`src/rtl/pe_demux_pkg.sv`:
```
// Shared definitions for the PE input demultiplexer: header field positions,
// FSM state encoding and header field extraction helpers.
package pe_demux_pkg;

    localparam int LEN_LSB = 32;
    localparam int LEN_MSB = 47;
    localparam int SEL_BIT = 0;

    typedef enum logic {
        ST_IDLE  = 1'b0,
        ST_ROUTE = 1'b1
    } state_t;

    function automatic logic [15:0] hdr_len(input logic [63:0] w);
        return w[LEN_MSB:LEN_LSB];
    endfunction

    function automatic logic hdr_sel(input logic [63:0] w);
        return w[SEL_BIT];
    endfunction

endpackage

```
`src/rtl/pe_demux_fifo.sv`:
```
// Synchronous first-word-fall-through FIFO; a write while full is dropped.
module pe_demux_fifo #(
    parameter int DEPTH = 16,
    parameter int W     = 64
) (
    input  logic                     clk,
    input  logic                     rst_n,
    input  logic                     wr_en,
    input  logic [W-1:0]             wr_data,
    input  logic                     rd_en,
    output logic [W-1:0]             rd_data,
    output logic                     empty,
    output logic                     full,
    output logic [$clog2(DEPTH):0]   count
);

    localparam int AW = $clog2(DEPTH);
    localparam logic [AW:0]   FULL_CNT = (AW+1)'(DEPTH);
    localparam logic [AW-1:0] PTR_ONE  = AW'(1);
    localparam logic [AW:0]   CNT_ONE  = (AW+1)'(1);

    logic [W-1:0]  mem_r [DEPTH];
    logic [AW-1:0] wr_ptr_r;
    logic [AW-1:0] rd_ptr_r;
    logic [AW:0]   count_r;
    logic          wr_ok_s;
    logic          rd_ok_s;

    assign empty   = (count_r == {(AW+1){1'b0}});
    assign full    = (count_r == FULL_CNT);
    assign count   = count_r;
    assign rd_data = mem_r[rd_ptr_r];
    assign wr_ok_s = wr_en & ~full;
    assign rd_ok_s = rd_en & ~empty;

    // Storage array; contents are don't-care until written, so no reset.
    always_ff @(posedge clk) begin
        if (wr_ok_s) begin
            mem_r[wr_ptr_r] <= wr_data;
        end
    end

    // Pointers and occupancy; simultaneous read and write keep count steady.
    always_ff @(posedge clk or negedge rst_n) begin
        if (!rst_n) begin
            wr_ptr_r <= {AW{1'b0}};
            rd_ptr_r <= {AW{1'b0}};
            count_r  <= {(AW+1){1'b0}};
        end else begin
            if (wr_ok_s) begin
                wr_ptr_r <= wr_ptr_r + PTR_ONE;
            end
            if (rd_ok_s) begin
                rd_ptr_r <= rd_ptr_r + PTR_ONE;
            end
            case ({wr_ok_s, rd_ok_s})
                2'b10:   count_r <= count_r + CNT_ONE;
                2'b01:   count_r <= count_r - CNT_ONE;
                default: count_r <= count_r;
            endcase
        end
    end

endmodule

```
`src/rtl/pe_in_demux.sv`:
```
// Routes length-prefixed packets from one input stream to one of two PE ports.
// Optional header forwarding onto the output port: define PE_DEMUX_HDR_FWD_EN.
module pe_in_demux
    import pe_demux_pkg::*;
#(
    parameter int DEPTH        = 16,
    parameter int AFULL_MARGIN = 4
) (
    input  logic        CLK,
    input  logic        SYS_RST_N,
    input  logic [63:0] D,
    input  logic        D_VALID,
    output logic        D_BP,
    output logic [63:0] Q0,
    output logic [63:0] Q1,
    output logic        Q0_VALID,
    output logic        Q1_VALID,
    input  logic        Q0_BP,
    input  logic        Q1_BP
);

    localparam int CW = $clog2(DEPTH) + 1;
    localparam logic [CW-1:0] BP_THRESH = CW'(DEPTH - AFULL_MARGIN);

    state_t         state_r;
    state_t         state_s;
    logic           sel_r;
    logic [15:0]    cnt_r;
    logic           ovf_r;
    logic           d_bp_r;
    logic [63:0]    q0_r;
    logic [63:0]    q1_r;
    logic           q0_valid_r;
    logic           q1_valid_r;

    logic [63:0]    fifo_dout_s;
    logic           fifo_empty_s;
    logic           fifo_full_s;
    logic [CW-1:0]  fifo_count_s;
    logic           pop_s;
    logic           load_s;
    logic           dec_s;
    logic           emit_s;
    logic           emit_sel_s;
    logic           sel_bp_s;
    logic [15:0]    hdr_len_s;
    logic           hdr_sel_s;
`ifdef PE_DEMUX_HDR_FWD_EN
    logic           hdr_bp_s;
`endif

    pe_demux_fifo #(
        .DEPTH (DEPTH),
        .W     (64)
    ) u_fifo (
        .clk     (CLK),
        .rst_n   (SYS_RST_N),
        .wr_en   (D_VALID),
        .wr_data (D),
        .rd_en   (pop_s),
        .rd_data (fifo_dout_s),
        .empty   (fifo_empty_s),
        .full    (fifo_full_s),
        .count   (fifo_count_s)
    );

    assign hdr_len_s = hdr_len(fifo_dout_s);
    assign hdr_sel_s = hdr_sel(fifo_dout_s);
    assign sel_bp_s  = sel_r ? Q1_BP : Q0_BP;
`ifdef PE_DEMUX_HDR_FWD_EN
    assign hdr_bp_s  = hdr_sel_s ? Q1_BP : Q0_BP;
`endif

    // Next-state and pop/emit decisions; BP is used combinationally so a
    // rising BP blocks the pop in the same cycle.
    always_comb begin
        state_s    = state_r;
        pop_s      = 1'b0;
        load_s     = 1'b0;
        dec_s      = 1'b0;
        emit_s     = 1'b0;
        emit_sel_s = sel_r;
        case (state_r)
            ST_IDLE: begin
`ifdef PE_DEMUX_HDR_FWD_EN
                if (!fifo_empty_s && !hdr_bp_s) begin
                    pop_s      = 1'b1;
                    load_s     = 1'b1;
                    emit_s     = 1'b1;
                    emit_sel_s = hdr_sel_s;
                    state_s    = (hdr_len_s != 16'd0) ? ST_ROUTE : ST_IDLE;
                end else begin
                    state_s = ST_IDLE;
                end
`else
                if (!fifo_empty_s) begin
                    pop_s   = 1'b1;
                    load_s  = 1'b1;
                    state_s = (hdr_len_s != 16'd0) ? ST_ROUTE : ST_IDLE;
                end else begin
                    state_s = ST_IDLE;
                end
`endif
            end
            ST_ROUTE: begin
                if (!fifo_empty_s && !sel_bp_s) begin
                    pop_s   = 1'b1;
                    dec_s   = 1'b1;
                    emit_s  = 1'b1;
                    state_s = (cnt_r == 16'd1) ? ST_IDLE : ST_ROUTE;
                end else begin
                    state_s = ST_ROUTE;
                end
            end
            default: begin
                state_s = ST_IDLE;
            end
        endcase
    end

    // FSM state, packet context, sticky overflow flag and upstream backpressure.
    always_ff @(posedge CLK or negedge SYS_RST_N) begin
        if (!SYS_RST_N) begin
            state_r <= ST_IDLE;
            sel_r   <= 1'b0;
            cnt_r   <= 16'd0;
            ovf_r   <= 1'b0;
            d_bp_r  <= 1'b0;
        end else begin
            state_r <= state_s;
            if (load_s) begin
                sel_r <= hdr_sel_s;
                cnt_r <= hdr_len_s;
            end else if (dec_s) begin
                cnt_r <= cnt_r - 16'd1;
            end
            ovf_r  <= ovf_r | (D_VALID & fifo_full_s);
            d_bp_r <= (fifo_count_s >= BP_THRESH);
        end
    end

    // Output registers; data holds its last value while VALID is low.
    always_ff @(posedge CLK or negedge SYS_RST_N) begin
        if (!SYS_RST_N) begin
            q0_r       <= 64'd0;
            q1_r       <= 64'd0;
            q0_valid_r <= 1'b0;
            q1_valid_r <= 1'b0;
        end else begin
            q0_valid_r <= emit_s & ~emit_sel_s;
            q1_valid_r <= emit_s & emit_sel_s;
            if (emit_s && !emit_sel_s) begin
                q0_r <= fifo_dout_s;
            end
            if (emit_s && emit_sel_s) begin
                q1_r <= fifo_dout_s;
            end
        end
    end

    assign D_BP     = d_bp_r;
    assign Q0       = q0_r;
    assign Q1       = q1_r;
    assign Q0_VALID = q0_valid_r;
    assign Q1_VALID = q1_valid_r;

endmodule

```
`config.mk`:
```
export PLATFORM = sky130hd
export DESIGN_NAME = pe_in_demux
export DESIGN_NICKNAME = d
export VERILOG_FILES = /design/src/rtl/pe_demux_pkg.sv /design/src/rtl/pe_demux_fifo.sv /design/src/rtl/pe_in_demux.sv
export SDC_FILE = /design/constraint.sdc
export NUM_CORES = 1
export LEC_CHECK = 0
export ABC_AREA = 1
export ABC_CLOCK_PERIOD_IN_PS = 4600
export CORE_MARGIN = 8
export CORE_UTILIZATION = 58
export CTS_CLUSTER_SIZE = 28
export DETAILED_ROUTE_END_ITERATION = 8
export PLACE_DENSITY = 0.8
export SYNTH_ARGS = -nofsm -noshare
export SYNTH_HDL_FRONTEND = slang
export SYNTH_SLANG_ARGS = --single-unit
```
`constraint.sdc`:
```
create_clock -name CLK -period 4.6 [get_ports CLK]
set_input_delay 1.38 -clock CLK [delete_from_list [all_inputs] [get_ports CLK]]
set_output_delay 1.38 -clock CLK [all_outputs]
set_load 0.05 [all_outputs]
```
==> results.cfg <==
[status]
status = finished clean

[floorplan]
dieWidth_um = 300.0
die_area_um2 = 89980
ioPinCount = 200
row_count = 104
die_h_um = 300.0
start_util = 0.5835
coreArea_um2 = 80160

[synthesis]
avgSynthCellArea_um2 = 13.00
seq_area_frac_synth = 0.7441
synth_compound_area_frac = 0.1069
yosys.area_share.xor_xnor = 0.003371
yosys.area_share.simple = 0.1045
yosys_warnings = 0
syn_inst = 3598
synth_cell_type_count = 37
synth_area_um2 = 46770
synthMuxAreaShare = 0.0004548
syn_nets = 3678
ys_seq_elements = 1186
synth_top_family_by_area = compound AO/OA/AOI/OAI gates
synthAdderAreaFrac = 0.002943

[timing]
setup_violations = 0
tightestPinTransition_ns = 1.212
post-route-min-period_ns = 3.348
fin_tns_setup_ns = 0
finalHoldViolCount = 0
rsz0062_at_grt = no
hold-worst-slack_ns = 0.5488
skew_ns = 0.07979
setup_ws_ns = 1.252
slew_headroom = 0.1920
max_freq_mhz = 298.7
slew_viol_final = 0
fin_crit_sh = 0.7278

[pwr]
p_total_mw = 36.46
powerDensity_nw_per_um2 = 682.6
vdd_drop_max_uv = 912.4
leakage_nw = 18.45

[setup_path]
slowest_delay_ns = 0.85
crit_required_ns = 3.22
critPathTopFamily = buffers and inverters
cp-end-kind = output pin
crit_buf_inv = 1
worstPathCellList = clkdlybuf4s50_1
criticalPathCategory = reg -> out
path_max_fanout = 2
critPathSlowestCell = clkdlybuf4s50_1
crit_arrival_ns = 1.97
startpoint_type = flop

[layout]
ff_latch_area_um2 = 34820
layout-drive-gt1-share = 0.07201
multi_input_area_um2 = 10330
final_cells = 4896
area_growth_pct = 14.21
nets = 3815
n_fill_cell = 5322

[clock_network]
cts_tree = yes
post_cts_buffers = 0
clkLatencyLatePin_ns = 0.72
cts_sinks = 1186
cts_inserted_buffers = 113
clkSlewWorstSetupHoldPaths_ns = 0.07
cts-resized-gates = 0
cts-root-buf = clkbuf_16
cts_hold_buf = 0
htreeDepth = 3
cts_buffer_depth = 3

[job]
maxCapViolCount = 0

[grt]
overflow = 0
grt_antenna_before_repair = 6
grt_pass1_vias = 30290
grt_pass1_wl_um = 182000
grt_usage = 0.2620
grt_max_degree = 248

[placed_design]
portBuffers = 199
dp_cells = 4680
place_ws_ns = 0.7990
hpwl_um = 67640
globalplace.congestion = 0.8117

[route]
ant_nets = 0
drc = 0
wire_per_inst_um = 24.85
drtIter0Drc = 4449
via_per_inst = 6.346
vias = 31070
first_pass_iters = 5
drt-total-wl_um = 121700

[worst_hold_path]
hold_class = reg -> reg
==> layout make-up <==
class,count,area share
clock inverters,70,0.01298
diodes,3,0.0001405
flip-flops and latches,1186,0.6518
well taps,1060,0.02483
inverters,110,0.008175
clock buffers,143,0.05734
multi-input cells,2059,0.1934
repair buffers,265,0.05132
==> Yosys cell counts <==
library cell	n	area (um2)
dfrtp_1	162	4054
nor4_4	1	21.27
xnor2_1	4	35.03
inv_4	1	6.260
mux2_2	1	11.26
nor4_1	2	12.51
o211ai_1	59	442.9
o221ai_1	150	1314
buf_6	30	337.8
o31ai_1	1	7.510
nand4_1	3	18.77
nor2_1	599	2248
nand3_1	200	1001
buf_2	66	330.3
o211ai_2	3	37.54
nand2_1	409	1535
o22ai_1	44	275.3
nand2_2	3	18.77
mux2i_1	1	10.01
inv_2	3	11.26
nor2_8	1	20.02
buf_4	15	112.6
a21oi_1	6	30.03
inv_1	105	394.1
clkbuf_1	115	431.7
clkinv_1	1	3.750
nor3_1	2	10.01
edfxtp_1	1024	30750
clkbuf_8	7	96.34
buf_1	6	22.52
xor2_1	14	122.6
o21ai_1	3	15.01
clkbuf_2	4	20.02
ha_1	11	137.6
o21ai_0	413	2067
a31oi_1	128	800.8
o41ai_1	1	8.760
==> flip-flops by register name, summed over array words and instances, names as in the netlist <==
register         cells
Q1_VALID             1
u_fifo.wr_ptr_r      4
emit_sel_s           1
u_fifo.count         5
Q1                  64
D_BP                 1
Q0_VALID             1
u_fifo.rd_ptr_r      4
state_r              1
Q0                  64
cnt_r               16
u_fifo.mem_r      1024
==> per-layer routing <==
layer	wire length, um	global-route usage	vias to the layer above
met1	46130	0.3531	15380
met2	59000	0.4288	1947
li1	-	-	13470
met5	34	0	-
met4	3775	0.09202	6
met3	12730	0.05063	265
==> path summary, 6_finish.rpt <==
kind | endpoint | depth (start not counted) | slack [ns] | from
min in group asynchronous | Q0[44] | 1 | 0.76 | SYS_RST_N
max reg2reg | Q0[22] | 5 | 1.44 | u_fifo.rd_ptr_r[0]
max in group asynchronous | Q0[2] | 2 | 2.73 | SYS_RST_N
max | Q1[4] | 1 | 1.25 | Q1[4]
min | Q0[45] | 2 | 0.55 | Q0[45]
min reg2reg | Q0[45] | 2 | 0.55 | Q0[45]
==> logic make-up (layout without fill, tap and decap cells) <==
kind of cell	count (synthesis)	in the layout
adder cells (fa/ha/maj)	11	11
AO/OA/AOI/OAI	808	808
flip-flops	1186	1186
multiplexers	2	2
XOR/XNOR	18	18
buffers and inverters	353	588
AND/OR/NAND/NOR	1220	1220
other	0	3
==> power breakdown <==
part           internal, mW  switching, mW  total, mW
logic                  3.57           9.52       13.1
registers              13.2          0.846       14.1
clock network          5.26           4.05       9.31
total                  22.0           14.4       36.5
==> cell usage in the layout, fill, tap and decap left out, types with 4 or more instances in the layout <==
cell type / count
a21oi_1: 6
a31oi_1: 128
buf_12: 20
buf_4: 46
bufinv_16: 9
clkbuf_1: 20
clkbuf_16: 115
clkbuf_8: 9
clkdlybuf4s50_1: 198
clkinv_1: 20
clkinv_2: 25
clkinv_4: 6
clkinvlp_4: 4
dfrtp_1: 158
dfrtp_4: 4
edfxtp_1: 1024
ha_1: 11
inv_1: 104
nand2_1: 409
nand3_1: 200
nor2_1: 582
nor2_4: 17
o211ai_1: 59
o21ai_0: 413
o221ai_1: 150
o22ai_1: 44
xnor2_1: 4
xor2_1: 14
==> metrics by stage <==
step / utilization / instance area (um2)
2_1_floorplan: - / 46790
3_3_place_gp: 0.6194 / 49650
3_5_place_dp: 0.6194 / 49650
4_1_cts: 0.6663 / 53410
5_1_grt: 0.6663 / 53410
6_report: 0.6664 / 53420
No activity file was read; power rests on OpenSTA's default activity.
